<file path="src/rtl/synth_pkg.sv">
// Shared encodings for the tone synthesizer blocks: waveform select codes
// and the sample source state machine states.
package synth_pkg;

  typedef logic [1:0] wave_sel_t;
  typedef logic [1:0] state_t;

  localparam wave_sel_t WAVE_SQUARE = 2'b00;
  localparam wave_sel_t WAVE_SAW    = 2'b01;
  localparam wave_sel_t WAVE_TRI    = 2'b10;
  localparam wave_sel_t WAVE_SILENT = 2'b11;

  localparam state_t ST_IDLE     = 2'd0;
  localparam state_t ST_RUN      = 2'd1;
  localparam state_t ST_STOPPING = 2'd2;

  localparam logic signed [15:0] SQ_POS = 16'sd32767;
  localparam logic signed [15:0] SQ_NEG = -16'sd32767;

endpackage

</file>
<file path="src/rtl/wave_shape.sv">
// Combinational map from the top 16 phase bits and the waveform select
// to a signed 16-bit sample.
module wave_shape
  import synth_pkg::*;
(
  input  logic [15:0]        p16,
  input  wave_sel_t          wave_sel,
  output logic signed [15:0] sample
);

  logic [15:0] t;
  logic [15:0] tri_v;

  always_comb begin
    t     = {p16[14:0], 1'b0};
    // Second half of the cycle mirrors the rising ramp into a falling one.
    tri_v = p16[15] ? ~(t ^ 16'h8000) : (t ^ 16'h8000);
    case (wave_sel)
      WAVE_SQUARE: sample = p16[15] ? SQ_NEG : SQ_POS;
      WAVE_SAW:    sample = $signed(p16 ^ 16'h8000);
      WAVE_TRI:    sample = $signed(tri_v);
      default:     sample = '0;
    endcase
  end

endmodule

</file>
<file path="src/rtl/sample_source.sv">
// Phase-accumulator tone source: emits one signed sample per SAMPLE_DIV
// clocks and stops cleanly at a phase wrap once play_enable drops.
module sample_source
  import synth_pkg::*;
#(
  parameter int SAMPLE_DIV = 2,
  parameter int PHASE_W    = 20
) (
  input  logic               clk,
  input  logic               reset,
  input  logic               play_enable,
  input  logic               load_step,
  input  logic [PHASE_W-1:0] step_in,
  input  logic [1:0]         wave_sel,
  output logic [15:0]        sample_out,
  output logic               in_ready,
  output logic               active
);

  localparam int CNT_W = (SAMPLE_DIV > 2) ? $clog2(SAMPLE_DIV) : 1;

  logic [CNT_W-1:0]   cnt_q, cnt_d;
  logic [PHASE_W-1:0] phase_q, phase_d;
  logic [PHASE_W-1:0] step_q, step_d;
  logic [15:0]        sample_q, sample_d;
  logic               in_ready_q, in_ready_d;
  state_t             state_q, state_d;

  logic               strobe;
  logic               wrap;
  logic [PHASE_W-1:0] phase_nxt;
  logic signed [15:0] shaped;

  assign phase_nxt = phase_q + step_q;

  wave_shape u_wave_shape (
    .p16      (phase_nxt[PHASE_W-1 -: 16]),
    .wave_sel (wave_sel),
    .sample   (shaped)
  );

  always_comb begin
    strobe     = (cnt_q == CNT_W'(SAMPLE_DIV - 1));
    cnt_d      = strobe ? '0 : cnt_q + 1'b1;
    in_ready_d = strobe;
    wrap       = phase_q[PHASE_W-1] & ~phase_nxt[PHASE_W-1];
    state_d    = state_q;
    phase_d    = phase_q;
    step_d     = step_q;
    sample_d   = sample_q;

    case (state_q)
      ST_IDLE: begin
        if (strobe) sample_d = '0;
        if (play_enable) state_d = ST_RUN;
      end
      ST_RUN: begin
        if (strobe) begin
          phase_d  = phase_nxt;
          sample_d = shaped;
        end
        if (!play_enable) state_d = ST_STOPPING;
      end
      ST_STOPPING: begin
        if (play_enable) begin
          state_d = ST_RUN;
          if (strobe) begin
            phase_d  = phase_nxt;
            sample_d = shaped;
          end
        end else if (strobe) begin
          // Stop only at the MSB 1->0 crossing so the tone ends on a cycle boundary.
          if (wrap) begin
            phase_d  = '0;
            sample_d = '0;
            state_d  = ST_IDLE;
          end else begin
            phase_d  = phase_nxt;
            sample_d = shaped;
          end
        end
      end
      default: state_d = ST_IDLE;
    endcase

    // The step register update is invisible to this edge's strobe, which used step_q.
    if (load_step) begin
      step_d = step_in;
      if (state_q == ST_IDLE) phase_d = '0;
    end
  end

  always_ff @(posedge clk) begin
    if (reset) begin
      cnt_q      <= '0;
      phase_q    <= '0;
      step_q     <= '0;
      sample_q   <= '0;
      in_ready_q <= 1'b0;
      state_q    <= ST_IDLE;
    end else begin
      cnt_q      <= cnt_d;
      phase_q    <= phase_d;
      step_q     <= step_d;
      sample_q   <= sample_d;
      in_ready_q <= in_ready_d;
      state_q    <= state_d;
    end
  end

  assign sample_out = sample_q;
  assign in_ready   = in_ready_q;
  assign active     = (state_q != ST_IDLE);

endmodule

</file>
<file path="config.mk">
export PLATFORM = sky130hd
export DESIGN_NAME = sample_source
export DESIGN_NICKNAME = d
export VERILOG_FILES = /design/src/rtl/synth_pkg.sv /design/src/rtl/wave_shape.sv /design/src/rtl/sample_source.sv
export SDC_FILE = /design/constraint.sdc
export NUM_CORES = 1
export LEC_CHECK = 0
export CORE_UTILIZATION = 60
export DETAILED_ROUTE_END_ITERATION = 8
export PLACE_DENSITY = 0.84
export SETUP_SLACK_MARGIN = 0.5
export SLEW_MARGIN = 30
export SYNTH_ARGS = -nofsm -noshare
export SYNTH_HDL_FRONTEND = slang
export SYNTH_HIERARCHICAL = 1
export SYNTH_SLANG_ARGS = --single-unit
</file>
<file path="constraint.sdc">
create_clock -name clk -period 7.3 [get_ports clk]
set_input_delay 1.46 -clock clk [delete_from_list [all_inputs] [get_ports clk]]
set_output_delay 1.46 -clock clk [all_outputs]
set_load 0.1 [all_outputs]
</file>
; Word-level counts from Yosys, hierarchy flattened
; Cells that the tools add are included.
[totals]
register_bits = 60
latchBits = 0
ramBits = 0
mem_bits_ro = 0
input_bits = 26
elab_cells = 50
memories = 0
[classes]
add_sub_neg = 2
n_mul = 0
div_mod_pow = 0
n_lt_le_gt_ge = 0
n_eq_ne = 9
n_shift = 0
muxes = 22
bitwise_logic = 4
n_reduce_logical = 7
[op_table]
columns = operator, count
row1 = $mux 20, 6
row2 = $mux 16, 7
row3 = $pmux 16 s3, 2
row4 = $pmux 20 s2, 1
row5 = $add 20x20->20, 1
row6 = $not 16->16, 1
row7 = $mux 2, 5
row8 = $ne 2x2->1 const B, 3
row9 = $ne 3x3->1 const B, 2
row10 = $pmux 2 s3, 1
row11 = $eq 2x1->1 const B, 2
row12 = $eq 2x2->1 const B, 2
row13 = $logic_not 2->1, 2
row14 = $reduce_and 4->1, 1
row15 = $reduce_and 3->1, 1
row16 = $reduce_bool 3->1, 1
row17 = $not 1->1, 2
row18 = $reduce_bool 2->1, 1
row19 = $reduce_or 2->1, 1
row20 = $add 1x1->1 const B, 1
row21 = $and 1x1->1, 1

; Longest topological paths before layout
[depth]
depth_word = 9
mapped_depth = 14
ltp_nobuf = 14

; Hierarchy
; The synthesis kept the hierarchy.
[by_module_without_submodules]
columns = mod, n_inst, cells_per_inst, area_per_inst_um2, seq_area_each_um2
row1 = sample_source, 1, 381, 3394.5, 1201.2
row2 = wave_shape, 1, 59, 516.7, 0.0

; Worst setup path before layout
; OpenSTA, ideal clock, no wires.
[synth_timing]
kind = reg2reg
start = reg phase_q[12]
end = reg sample_q[6], in the netlist sample_out[6]
setup_time_ns = 0.097
t_arrival_ns = 3.064
slack_ns = 4.138
path_stages_with_launch = 14
n_path_buf = 1
period_less_slack_ns = 3.162
path_cell_list = dfxtp_1 -> ha_1 -> a21o_1 -> a21o_1 -> a21o_1 -> a221o_1 -> a31o_4 -> xnor2_4 -> xnor2_1 -> buf_2 -> and4bb_2 -> a221o_1 -> nand2_1 -> o41ai_4
[synth_via]
elab_chain_cells = 7
[synth_rtl]
columns = item, line_no
row1 = start: declaration, sample_source.sv:23  ; logic [PHASE_W-1:0] phase_q, phase_d;
row2 = start signal: assignment, sample_source.sv:103  ; phase_q <= phase_d;
row3 = $add 20x20->20 *, sample_source.sv:34  ; assign phase_nxt = phase_q + step_q;
row4 = named net phase_nxt[19], sample_source.sv:31  ; logic [PHASE_W-1:0] phase_nxt;
row5 = "$mux 16, on equally long branches", "wave_shape.sv:17, wave_shape.sv:19"
row6 = $pmux 16 s3 *, wave_shape.sv:18  ; case (wave_sel)
row7 = named net shaped[6], sample_source.sv:32  ; logic signed [15:0] shaped;
row8 = $mux 16, sample_source.sv:73  ; if (wrap) begin
row9 = $mux 16, sample_source.sv:71  ; end else if (strobe) begin
row10 = $mux 16, sample_source.sv:65  ; if (play_enable) begin
row11 = $pmux 16 s3 *, sample_source.sv:52  ; case (state_q)
row12 = end signal: assignment, sample_source.sv:105  ; sample_q <= sample_d;
row13 = end: declaration, sample_source.sv:25  ; logic [15:0] sample_q, sample_d;
; Mark *: on every way through the listed nets, which the timed path passes. The rest lies on a longest branch. The select of a mux whose other input is x is not followed.
; A chain may end at the register's enable or synchronous reset.

; Worst setup path after layout
[layout_timing]
start = reg state_q[1]
end = out active
[layout_via]
elab_chain_cells = 1
[layout_rtl]
columns = item, line_no
row1 = start: declaration, sample_source.sv:27  ; state_t state_q, state_d;
row2 = start signal: assignment, sample_source.sv:107  ; state_q <= state_d;
row3 = $reduce_bool 2->1, sample_source.sv:113  ; assign active = (state_q != ST_IDLE);
row4 = end: declaration, sample_source.sv:17  ; output logic active
; No other way between the ends.

==> results.cfg <==
[outcome]
status = complete, no violations

[synth]
async_flop_share_pct = 0
netlist_instances = 440
synth_cell_type_count = 57
synth.top_cell.area_share_pct = 30.7
synth_edf_count = 0
syn-cell-area_um2 = 3910
yosys.area.top_type = dfxtp_1
ys_warn_count = 6
seq_area_frac_synth_pct = 30.7
ys_seq_elements = 60
synth_nets = 491
synthFlopType = dfxtp_1
avgSynthCellArea_um2 = 8.89
synthTopCellsByArea = dfxtp_1 31%, ha_1 7.7%, mux2i_1 5.4%, nor2_1 5.3%, and4bb_2 4.5%

[detailed_routing]
drc = 0
vias = 3481
dr.pass1.iters = 5
ant_nets = 0
first_iter_violations = 264
wire_per_inst_um = 16.4
routed_wl_mm = 9.00
vias_per_cell = 6.33

[placement]
place_hpwl_mm = 6.26
gp_congestion = 0.873
io_buffers = 43

[power_and_ir_drop]
seqPwrFrac_pct = 42.0
p_per_area_nw_per_um2 = 181
p_int_uw = 583
leakage_uw = 0.00191
power_frac_comb_pct = 18.1
clkPwrFrac_pct = 39.9
swShare_pct = 29.0
ir_worst_vdd_v = 0.000116
p_switching_uw = 238

[run]
maxCapViolCount = 0

[timing]
finalHoldViolCount = 0
finalMaxSlewViolations = 0
slew_headroom_pct = 35.1
post-route-period-util_pct = 52.8
post-route-min-period_ns = 3.85
hold-worst-slack_ns = 0.465
finalSetupTns_ns = 0
rsz0062_at_grt = false
maxClockFrequency_ghz = 0.259
tightest_slew_ns = 0.970
setup_viol = 0
fin_skew_ns = 0.00921

[setup_path]
worstPathArrival_ns = 2.39
startpoint_type = flop
crit_required_ns = 5.84
rrSetupSlack_ns = 3.68
path_max_fanout = 7
crit_path_end_kind = output port
crit_type = reg2out

[floorplanning]
die_w_um = 82.7
initial_core_util_pct = 62.0
row_count = 29
core-area_um2 = 6310
io_pins = 44
die_height_um = 82.7
die_area_um2 = 6850

[global_routing]
antenna_found_initial = 0
grt_pass1_wl_mm = 14.4
grt_max_degree = 44
grt_overflow = 0
grt_pass1_vias = 3071
grt.total_usage_pct = 27.8

[final_layout]
nNetsFinal = 520
multiInputGateArea_um2 = 2530
areaGrowthSynthToFinish_pct = 15.9
drive_gt1_share_pct = 10.8
seq_area_um2 = 1200
n_antenna_cell = 0
final_common_cell = dfxtp_1
final_cell_mix = 60 x dfxtp_1, 54 x nor2_1, 42 x clkdlybuf4s50_1
fill_cells = 482

[clock_network]
cts_setup_buffers = 0
clock_latency_ns = 0.36
clock_sinks = 60
hold_buffers = 0
numCtsBuffers = 9
htree_levels = 3
cts_tree = built
cts-root-buf = clkbuf_8
clkSlewWorstSetupHoldPaths_ns = 0.07
ctsResizeCount = 0
clock_path_buffers = 2

[min_path]
hold_path_class = reg2reg
-- metal layers --
layer	vias up	share of wire, %	GRT usage (%)
li1	1691	-	-
met1	1661	46	36.0
met2	116	47	45.8
met3	13	4.7	5.49
met4	0	1.6	9.66
met5	-	0	0
-- worst max-delay path: stages (launching register included) --
cell	delay [ns]
dfxtp_1	0.41
inv_1	0.11
ha_1	0.27
inv_1	0.10
clkdlybuf4s50_1	1.13
-- power by group through the flow --
stage | registers (µW) | logic (µW) | clock network, µW
6_report | 345 | 148 | 328
5_1_grt | 346 | 161 | 345
4_1_cts | 345 | 146 | 329
3_5_place_dp | 352 | 145 | 0
3_3_place_gp | 352 | 141 | 0
2_1_floorplan | 354 | 108 | 0
-- logic make-up (layout without fill, tap and decap cells) --
family	after synthesis	in the layout	share of synthesized area (%)
multiplexers	21	21	5.37
flip-flops	60	60	30.7
AND/OR/NAND/NOR	155	155	20.8
AO/OA/AOI/OAI	122	122	26.5
XOR/XNOR	14	14	3.61
adder cells (fa/ha/maj)	25	25	8.19
buffers and inverters	43	76	4.83
-- final cells by class --
| type | count | area share, % |
|---|---|---|
| well taps | 77 | 2.12 |
| flip-flops and latches | 60 | 26.5 |
| clock inverters | 5 | 1.71 |
| repair buffers | 45 | 9.71 |
| inverters | 16 | 1.32 |
| multi-input cells | 337 | 55.8 |
| clock buffers | 10 | 2.81 |
-- cell usage after synthesis (3+ instances only) --
| cell | instances |
|---|---|
| a211oi_1 | 5 |
| a21o_1 | 9 |
| a21oi_1 | 17 |
| a221o_1 | 15 |
| a22o_1 | 11 |
| a31oi_1 | 6 |
| and4bb_2 | 14 |
| buf_1 | 3 |
| buf_2 | 6 |
| clkbuf_1 | 14 |
| dfxtp_1 | 60 |
| ha_1 | 24 |
| inv_1 | 16 |
| mux2i_1 | 21 |
| nand2_1 | 40 |
| nand2b_1 | 16 |
| nand3_1 | 5 |
| nor2_1 | 55 |
| nor2b_1 | 5 |
| nor3_1 | 8 |
| o21a_1 | 3 |
| o21ai_0 | 20 |
| o41ai_1 | 6 |
| o41ai_2 | 9 |
| xnor2_1 | 8 |
| xor2_1 | 5 |
-- worst paths after layout --
check,start,endpoint,cells after the start
hold reg to reg,sample_out[2],sample_out[2],2
hold / removal,sample_out[2],sample_out[2],2
setup / recovery,state_q[1],active,4
setup reg to reg,step_q[0],sample_out[15],14
-- stage by stage --
stage	utilization (%)	std cells	setup WS, ns	area [µm²]	total power (µW)
floorplan	-	440	4.14	3910	462
global placement	68.4	535	3.20	4320	493
detailed placement	68.4	535	3.13	4320	497
CTS	71.7	550	3.36	4520	820
global route	71.8	550	3.35	4530	853
finish	71.8	550	3.45	4530	821
-- flip-flops by register name, indices dropped and copies added (netlist names) --
register / flops
cnt_q: 1
state_q: 2
step_q: 20
phase_q: 20
sample_out: 16
in_ready: 1
No activity file was read; power rests on OpenSTA's default activity.
